===== config.mk =====
export PLATFORM = sky130hd
export DESIGN_NAME = serial_subtractor
export DESIGN_NICKNAME = d
export VERILOG_FILES = /design/src/rtl/serial_subtractor.sv
export SDC_FILE = /design/constraint.sdc
export NUM_CORES = 1
export LEC_CHECK = 0
export ABC_AREA = 0
export BUFFER_PORTS_ARGS = -buffer_cell sky130_fd_sc_hd__buf_2
export CAP_MARGIN = 5
export CORE_UTILIZATION = 54
export CTS_CLUSTER_SIZE = 8
export DETAILED_ROUTE_END_ITERATION = 8
export PLACE_DENSITY = 0.78
export SLEW_MARGIN = 20
export SYNTH_ARGS = -nofsm -noshare
export SYNTH_HDL_FRONTEND = slang
export SYNTH_SLANG_ARGS = --single-unit

===== constraint.sdc =====
create_clock -name clk -period 2.1 [get_ports clk]
set_clock_uncertainty 0.15 [all_clocks]
set_input_delay 0.42 -clock clk [delete_from_list [all_inputs] [get_ports clk]]
set_output_delay 0.42 -clock clk [all_outputs]
set_load 0.03 [all_outputs]

===== src/rtl/serial_subtractor.sv =====
// Bit-serial unsigned subtractor d = a - b, LSB first, with a start/busy/done handshake.
// Define SERIAL_SUB_SIGNED_OVF_EN to add the two's-complement overflow output ovf.
module serial_subtractor #(
    parameter int WIDTH = 8
) (
    input  logic             clk,
    input  logic             rst,
    input  logic             start,
    input  logic [WIDTH-1:0] a,
    input  logic [WIDTH-1:0] b,
    output logic             busy,
    output logic             done,
    output logic [WIDTH-1:0] d,
    output logic             borrow
`ifdef SERIAL_SUB_SIGNED_OVF_EN
    ,
    output logic             ovf
`endif
);

    // state | meaning
    // IDLE  | waiting for start; operands latched on the accepting edge
    // SHIFT | one bit per cycle, LSB first
    // DONE  | single-cycle done pulse, d/borrow already valid
    typedef enum logic [1:0] {IDLE, SHIFT, DONE} state_t;

    localparam int CW = $clog2(WIDTH);
    localparam logic [CW-1:0] CNT_LAST = CW'(WIDTH - 1);

    state_t           state_q, state_d;
    logic [WIDTH-1:0] a_sh_q, a_sh_d;
    logic [WIDTH-1:0] b_sh_q, b_sh_d;
    logic [WIDTH-1:0] res_q, res_d;
    logic [WIDTH-1:0] d_q, d_d;
    logic [CW-1:0]    cnt_q, cnt_d;
    logic             br_q, br_d;
    logic             borrow_q, borrow_d;
    logic             diff_bit;
    logic             br_next;
    logic [WIDTH-1:0] res_next;
`ifdef SERIAL_SUB_SIGNED_OVF_EN
    logic             a_msb_q, a_msb_d;
    logic             b_msb_q, b_msb_d;
    logic             ovf_q, ovf_d;
`endif

    always_ff @(posedge clk) begin
        if (rst) begin
            state_q  <= IDLE;
            a_sh_q   <= '0;
            b_sh_q   <= '0;
            res_q    <= '0;
            d_q      <= '0;
            cnt_q    <= '0;
            br_q     <= 1'b0;
            borrow_q <= 1'b0;
`ifdef SERIAL_SUB_SIGNED_OVF_EN
            a_msb_q  <= 1'b0;
            b_msb_q  <= 1'b0;
            ovf_q    <= 1'b0;
`endif
        end else begin
            state_q  <= state_d;
            a_sh_q   <= a_sh_d;
            b_sh_q   <= b_sh_d;
            res_q    <= res_d;
            d_q      <= d_d;
            cnt_q    <= cnt_d;
            br_q     <= br_d;
            borrow_q <= borrow_d;
`ifdef SERIAL_SUB_SIGNED_OVF_EN
            a_msb_q  <= a_msb_d;
            b_msb_q  <= b_msb_d;
            ovf_q    <= ovf_d;
`endif
        end
    end

    always_comb begin
        diff_bit = a_sh_q[0] ^ b_sh_q[0] ^ br_q;
        br_next  = (~a_sh_q[0] & b_sh_q[0]) | (~(a_sh_q[0] ^ b_sh_q[0]) & br_q);
        res_next = {diff_bit, res_q[WIDTH-1:1]};

        state_d  = state_q;
        a_sh_d   = a_sh_q;
        b_sh_d   = b_sh_q;
        res_d    = res_q;
        d_d      = d_q;
        cnt_d    = cnt_q;
        br_d     = br_q;
        borrow_d = borrow_q;
`ifdef SERIAL_SUB_SIGNED_OVF_EN
        a_msb_d  = a_msb_q;
        b_msb_d  = b_msb_q;
        ovf_d    = ovf_q;
`endif

        case (state_q)
            IDLE: begin
                if (start) begin
                    a_sh_d  = a;
                    b_sh_d  = b;
                    res_d   = '0;
                    cnt_d   = '0;
                    br_d    = 1'b0;
`ifdef SERIAL_SUB_SIGNED_OVF_EN
                    a_msb_d = a[WIDTH-1];
                    b_msb_d = b[WIDTH-1];
`endif
                    state_d = SHIFT;
                end
            end
            SHIFT: begin
                a_sh_d = a_sh_q >> 1;
                b_sh_d = b_sh_q >> 1;
                res_d  = res_next;
                br_d   = br_next;
                if (cnt_q == CNT_LAST) begin
                    // Counter parks at the terminal count; IDLE clears it on the next accept.
                    d_d      = res_next;
                    borrow_d = br_next;
`ifdef SERIAL_SUB_SIGNED_OVF_EN
                    ovf_d    = (a_msb_q ^ b_msb_q) & (diff_bit ^ a_msb_q);
`endif
                    state_d  = DONE;
                end else begin
                    cnt_d = cnt_q + CW'(1);
                end
            end
            DONE:    state_d = IDLE;
            default: state_d = IDLE;
        endcase
    end

    assign busy   = (state_q == SHIFT);
    assign done   = (state_q == DONE);
    assign d      = d_q;
    assign borrow = borrow_q;
`ifdef SERIAL_SUB_SIGNED_OVF_EN
    assign ovf    = ovf_q;
`endif

endmodule


Word level (Yosys, flattened, before mapping)
Index checks and enable logic that the tools add are counted.

cells by class
  add/subtract/negate cells = 1
  eq/ne operators = 6
  mux-type cells = 14
  bitwise gates (word level) = 7
  reduce and logical (&&, ||, !) cells = 6

operator list
  kind                   number
  $pmux W8 S2            3
  $mux W8                3
  $mux W3                2
  $pmux W3 S2            1
  $reduce_and A2 Y1      3
  $mux W2                2
  $ne A2 B2 Y1 const B   2
  $pmux W2 S2            1
  $add A3 B1 Y3 const B  1
  $eq A3 B3 Y1 const B   1
  $reduce_and A3 Y1      1
  $and A1 B1 Y1          2
  $eq A2 B1 Y1 const B   1
  $eq A2 B2 Y1 const B   1
  $logic_not A2 Y1       1
  $ne A2 B1 Y1 const B   1
  $not A1 Y1             2
  $pmux W1 S2            1
  $reduce_bool A2 Y1     1
  $xor A1 B1 Y1          2
  $mux W1                1
  $or A1 B1 Y1           1

storage, ports and cells
  register bits after elaboration = 39
  bits of input ports = 19

Logic depth before layout (Yosys ltp)
Gate-level depths: netlist of run 1.

  depth in word-level cells = 5
  gate-level depth with buffers = 5
  depth with buffers taken out = 5

Worst setup path before layout of run 1
No wires, ideal clock.

  path type = register to output
  start = register state_q[0]
  end = output done
  arrival time = 1,080 ps
  setup slack = 450 ps
  cell stages (with the launch flop) = 4
  path through = dfxtp_1 > buf_6 > buf_6 > nor2b_1

between the ends
  word-level cells in the longest chain between the ends = 1

RTL lines
  element                 line  text
  start, declared         30    state_t state_q, state_d;
  start signal, assigned  63    state_q <= state_d;
  $eq A2 B2 Y1            136   assign done = (state_q == DONE);
  end, declared           12    output logic done,

No other way between the ends.

Worst setup path in the final report of run 1
  start = register state_q[1]
  end = output busy

between the ends
  word-level cells in the longest chain between the ends = 1

RTL lines
  element        line  text
  $eq A2 B1 Y1   135   assign busy = (state_q == SHIFT);
  end, declared  11    output logic busy,

No other way between the ends.

==> reports/metrics.yaml, run 1 <==
run_status:
  status: "completed"
critical_path:
  startpoint_type: "flip-flop"
  crit_path_max_incr_delay_ps: 320
  r2r_cells: 4
  cp.required_ps: 1530
  crit_chain: "nand2b_2 -> inv_2 -> buf_2"
  r2r_start: "state_q[0]$_SDFFE_PP0P_"
  cp.buffers_inverters: 2
  cp.depth: 3
  crit_slowest_cell: "dfxtp_1"
  cp_max_fo: 18
  reg2reg_setup_slack_ps: 410
  r2r-end: "a_sh_q[5]$_SDFFE_PP0P_"
  cp_top_family: "buffers and inverters"
  end_kind: "primary output"
  cp.arrival_ps: 1390
  crit_type: "reg2out"
route:
  vias_per_cell: 5.577
  postRouteWirelength_um: 3115
  avgRoutedWirePerCell_um: 13.31
  drc_errors: 0
  drtIter0Drc: 23
  ant_nets: 0
  firstDrtPassIters: 4
  vias: 1305
timing:
  slew_headroom: 0.6498
  worstMarginPinSlew_ps: 525.2
  finalSetupViolCount: 0
  hold_slack_ps: 207.0
  layout_min_cycle_time_ps: 1959
  period_share: 0.9330
  grt_setup_unrepaired: "false"
  max_freq_mhz: 510.4
  fin_setup_tns_ps: 0
  drv_slew: 0
  hold_viol_final: 0
clocking:
  cts_tree: "built"
  numCtsBuffers: 5
  postCtsSetupRepairBufs: 0
  cts.clk_slew.worst_paths_ps: 110
  cts-hold-fix-buffers: 0
  clockBufferDepth: 2
  clockRootBuffer: "clkbuf_4"
  htree_levels: 2
  clock_latency_ps: 340
  clock_sinks: 38
  cts-resized-gates: 0
power_and_ir_drop:
  p_leak_nw: 0.7423
  ir_worst_vdd_uv: 571.8
  p_per_area_nw_per_um2: 718.1
final_layout:
  finalNetCount: 225
  n_antenna_cell: 0
  drive_gt1_frac: 0.2365
  area_delta_synth_final_pct: 12.17
  nFillCells: 244
placed_design:
  port_buffers: 29
  gp_congestion: 0.7455
  dpl.hpwl_um: 2155
grt:
  grt_max_degree: 31
  grt_pass1_wl_um: 5368
  overflow: 0
  grt_busiest_layer: "met2"
  use_met2: 0.3479
  antenna_found_initial: 0
  track_usage: 0.2198
  use_met1: 0.2765
  use_met3: 0.07373
  grt_pass1_vias: 1215
min_path:
  hold_path_class: "in2reg"
  holdPathEnd: "a_sh_q[7]$_SDFFE_PP0P_"
  hp-start: "a[7]"
  hold_path_depth: 3
floorplanning:
  initial_core_util: 0.5767
  die_x_um: 56.50
  die_area_um2: 3192
  placementRows: 19
  pin_count: 30
  die_h_um: 56.50
  coreArea_um2: 2781
logic_synthesis:
  yosys-top-cells-area: "dfxtp_1 (47%), mux2i_1 (6.9%), nor2_1 (6.3%)"
  synth_seq_cells: 38
  synth_nets: 197
  netlist_area_um2: 1604
  synth.most_common_cell: "dfxtp_1"
  syn_inst: 175
  synth_commonest_cells: "dfxtp_1 (38), nor2_1 (27), a21oi_1 (18)"
  synth_flop_cell: "dfxtp_1"
  synthArstFlopShare: 0
  synth_edf_count: 0
  synthDistinctLibCells: 29
  avgSynthCellArea_um2: 9.166
  seq_area_frac_synth: 0.4743
  yosysWarningCount: 0
  synth_top_cell_area_share: 0.4743
  yosysTopAreaCell: "dfxtp_1"
run:
  max-cap-violations: 0
tightest hold or removal path: cells and delay by family:
kind	cells	cell delay (ps)
buffers and inverters	1	100
and+or+nand+nor	1	80
AOI/OAI and AO/OA	1	60
cell usage in the layout, fill, tap and decap left out, types with 5 or more instances in the layout:
cell	synthesis	routed
dfxtp_1	38	38
buf_2	2	29
nor2_1	27	27
a21oi_1	18	18
mux2i_1	11	11
a211oi_1	11	11
nand2_1	11	11
nand3_1	8	8
a22oi_1	7	7
inv_1	5	5
clkbuf_4	0	5
routing by layer:
metal,wire length [um],up-vias
met5,0,-
met2,1464,24
met3,128,6
met4,49,0
met1,1472,601
li1,-,674
worst max path at each step:
stage / to / from / slack, ps
6_report: busy / state_q[1]$_SDFFE_PP0P_ / 140
5_1_grt: busy / state_q[1]$_SDFFE_PP0P_ / 30
4_1_cts: busy / state_q[1]$_SDFFE_PP0P_ / 130
3_5_place_dp: a_sh_q[5]$_SDFFE_PP0P_ / state_q[0]$_SDFFE_PP0P_ / 440
3_3_place_gp: busy / state_q[1]$_SDFFE_PP0P_ / 520
2_1_floorplan: done / state_q[0]$_SDFFE_PP0P_ / 450
kinds of logic (layout without fill, tap and decap cells):
group                    count (synthesis)  count (layout)  share of synthesized area
AND/OR/NAND/NOR                         57              57                     0.1708
buffers and inverters                   18              46                    0.05539
flip-flops                              38              38                     0.4743
multiplexers                            11              11                    0.06865
AO/OA/AOI/OAI                           48              48                     0.2028
adder cells (fa/ha/maj)                  3               3                    0.02808
where the power goes:
group	leakage [nW]	switching, W	internal, W
Sequential	0.311	0.0000209	0.000755
Clock	0.0308	0.000230	0.000120
Combinational	0.401	0.0000946	0.0000717
sequential cells by signal, summed over array words and instances (netlist names):
signal	flops
a_sh_q	8
res_q	7
d	8
b_sh_q	8
cnt_q	3
br_q	1
state_q	2
borrow	1
per-stage QoR:
step | worst slack, ps | std cells | cell area, um^2 | util | power (W)
2_1_floorplan | 450.2 | 175 | 1604 | - | 0.0009192
3_3_place_gp | 518.1 | 227 | 1752 | 0.6298 | 0.0009507
3_5_place_dp | 442.2 | 227 | 1752 | 0.6298 | 0.0009576
4_1_cts | 130.2 | 234 | 1799 | 0.6469 | 0.001306
5_1_grt | 25.72 | 234 | 1799 | 0.6469 | 0.001364
6_report | 140.7 | 234 | 1799 | 0.6469 | 0.001292
cell type report:
| class | count | area (um^2) | share of cell area |
|---|---|---|---|
| sequential | 38 | 760.7 | 0.4228 |
| clock buffer | 5 | 37.54 | 0.02086 |
| inverter | 6 | 22.52 | 0.01252 |
| clock inverter | 2 | 10.01 | 0.005563 |
| tap | 31 | 38.79 | 0.02156 |
| multi-input combinational | 119 | 754.5 | 0.4193 |
| timing repair buffer | 33 | 175.2 | 0.09736 |
No activity file was read; power rests on OpenSTA's default activity.
==> inputs of run 2 (changes only) <==
- MAX_ROUTING_LAYER: default -> met4
- clock period: 2.1 -> 1.81 ns (I/O delays scaled with it)
==> reports/metrics.yaml, run 2 (synthesis results as in run 1) <==
placed_design:
  port_buffers: 29
  dp_cells: 230
  place_ws_ps: 194.4
  gp_congestion: 0.7613
  dpl.hpwl_um: 2332
timing:
  max_freq_mhz: 567.7
  fin_setup_tns_ps: 0
  period_share: 0.9732
  slew_headroom: 0.6984
  worstMarginPinSlew_ps: 452.4
  drv_slew: 0
  layout_min_cycle_time_ps: 1761
  hold_viol_final: 0
  grt_setup_unrepaired: "true"
  finalSetupViolCount: 0
  fin_ws_ps: 48.51
critical_path:
  reg2reg_setup_slack_ps: 260
  cp.required_ps: 1300
  crit_type: "reg2out"
  cp.arrival_ps: 1250
  r2r_start: "cnt_q[0]$_SDFFE_PP0P_"
  startpoint_type: "flip-flop"
  r2r-end: "cnt_q[2]$_SDFFE_PP0P_"
  r2r_cells: 5
  end_kind: "primary output"
  cp_max_fo: 7
clocking:
  postCtsSetupRepairBufs: 0
  clock_sinks: 38
  numCtsBuffers: 5
  cts-hold-fix-buffers: 0
  clock_latency_ps: 360
  clockBufferDepth: 2
  clockRootBuffer: "clkbuf_4"
  cts.clk_slew.worst_paths_ps: 120
  cts_tree: "built"
  htree_levels: 2
final_layout:
  fin_cells: 237
  final_cell_mix: "dfxtp_1 (37), nor2_1 (27), buf_2 (27)"
  final_common_cell: "dfxtp_1"
  nFillCells: 248
  final_core_util: 0.6716
  drive_gt1_frac: 0.2524
  ff_latch_area_um2: 762.0
  area_delta_synth_final_pct: 16.46
  multiInputGateArea_um2: 754.5
  finalNetCount: 228
  n_antenna_cell: 0
floorplanning:
  initial_core_util: 0.5767
  die_h_um: 56.50
  pin_count: 30
  placementRows: 19
  die_area_um2: 3192
  die_x_um: 56.50
  coreArea_um2: 2781
grt:
  grt_pass1_wl_um: 5382
  grt_max_degree: 26
  track_usage: 0.2323
  antenna_found_initial: 0
  overflow: 0
  grt_pass1_vias: 1248
route:
  drtIter0Drc: 54
  ant_nets: 0
  avgRoutedWirePerCell_um: 13.98
  postRouteWirelength_um: 3314
  vias: 1326
  vias_per_cell: 5.595
  drc_errors: 0
  firstDrtPassIters: 5
power_and_ir_drop:
  p_leak_nw: 0.7716
  ir_worst_vdd_uv: 778.6
  p_per_area_nw_per_um2: 912.8
run_status:
  status: "completed"
min_path:
  hold_path_class: "in2reg"
  hp-start: "b[7]"
  holdPathEnd: "b_sh_q[7]$_SDFFE_PP0P_"
  hold_path_depth: 3
run:
  max-cap-violations: 0
run 2: cell types whose count changed in the layout (fill, tap and decap cells not counted), sizes merged:
cell / before / now
clkinv: 2 / 0
buf: 33 / 35
clkbuf: 5 / 7
bufinv: 0 / 1
run 2: worst max path at each step:
stage	cells after the start	start	slack (ps)	end
floorplan	3	state_q[0]$_SDFFE_PP0P_	220	done
global placement	4	start	330	a_sh_q[3]$_SDFFE_PP0P_
detailed placement	4	start	190	a_sh_q[3]$_SDFFE_PP0P_
CTS	3	state_q[1]$_SDFFE_PP0P_	20	busy
global route	3	state_q[1]$_SDFFE_PP0P_	-6	busy
finish	3	state_q[1]$_SDFFE_PP0P_	50	busy
run 2: critical path, cell delays in order, from the launching register on:
cell and delay [ps]:
dfxtp_2 360, nand2b_2 250, inv_4 120, buf_4 160
run 2: metal layers:
metal / vias to the layer above / global-route usage / wire length [um]
li1: 683 / - / -
met4: 0 / 0.1150 / 65
met2: 34 / 0.3731 / 1587
met3: 4 / 0.08986 / 205
met5: - / - / 0
met1: 605 / 0.2496 / 1456
run 2: final cells by class:
| type | count | share of cell area |
|---|---|---|
| tap | 31 | 0.02076 |
| sequential | 38 | 0.4079 |
| inverter | 6 | 0.01340 |
| timing repair buffer | 36 | 0.1105 |
| multi-input combinational | 119 | 0.4039 |
| clock buffer | 6 | 0.02746 |
| clock inverter | 1 | 0.01608 |
run 2: timing repair:
action / CTS / global route
setup endpoints to repair: 2 / 2
resized for setup: 2 / 3
endpoints found under the hold margin: 0 / 0
run 2: stage by stage:
step | area (um^2) | hold WS (ps) | total power [W]
floorplan | 1604 | 293.4 | 0.001066
global placement | 1774 | 290.3 | 0.001108
detailed placement | 1774 | 298.1 | 0.001122
CTS | 1859 | 122.5 | 0.001710
global route | 1868 | 128.4 | 0.001768
finish | 1868 | 121.8 | 0.001705
run 2: power by group:
group / total [W] / switching, W / internal [W]
Clock: 0.000600 / 0.000278 / 0.000321
Combinational: 0.000204 / 0.000113 / 0.0000913
Sequential: 0.000901 / 0.0000251 / 0.000876
Total: 0.00171 / 0.000417 / 0.00129
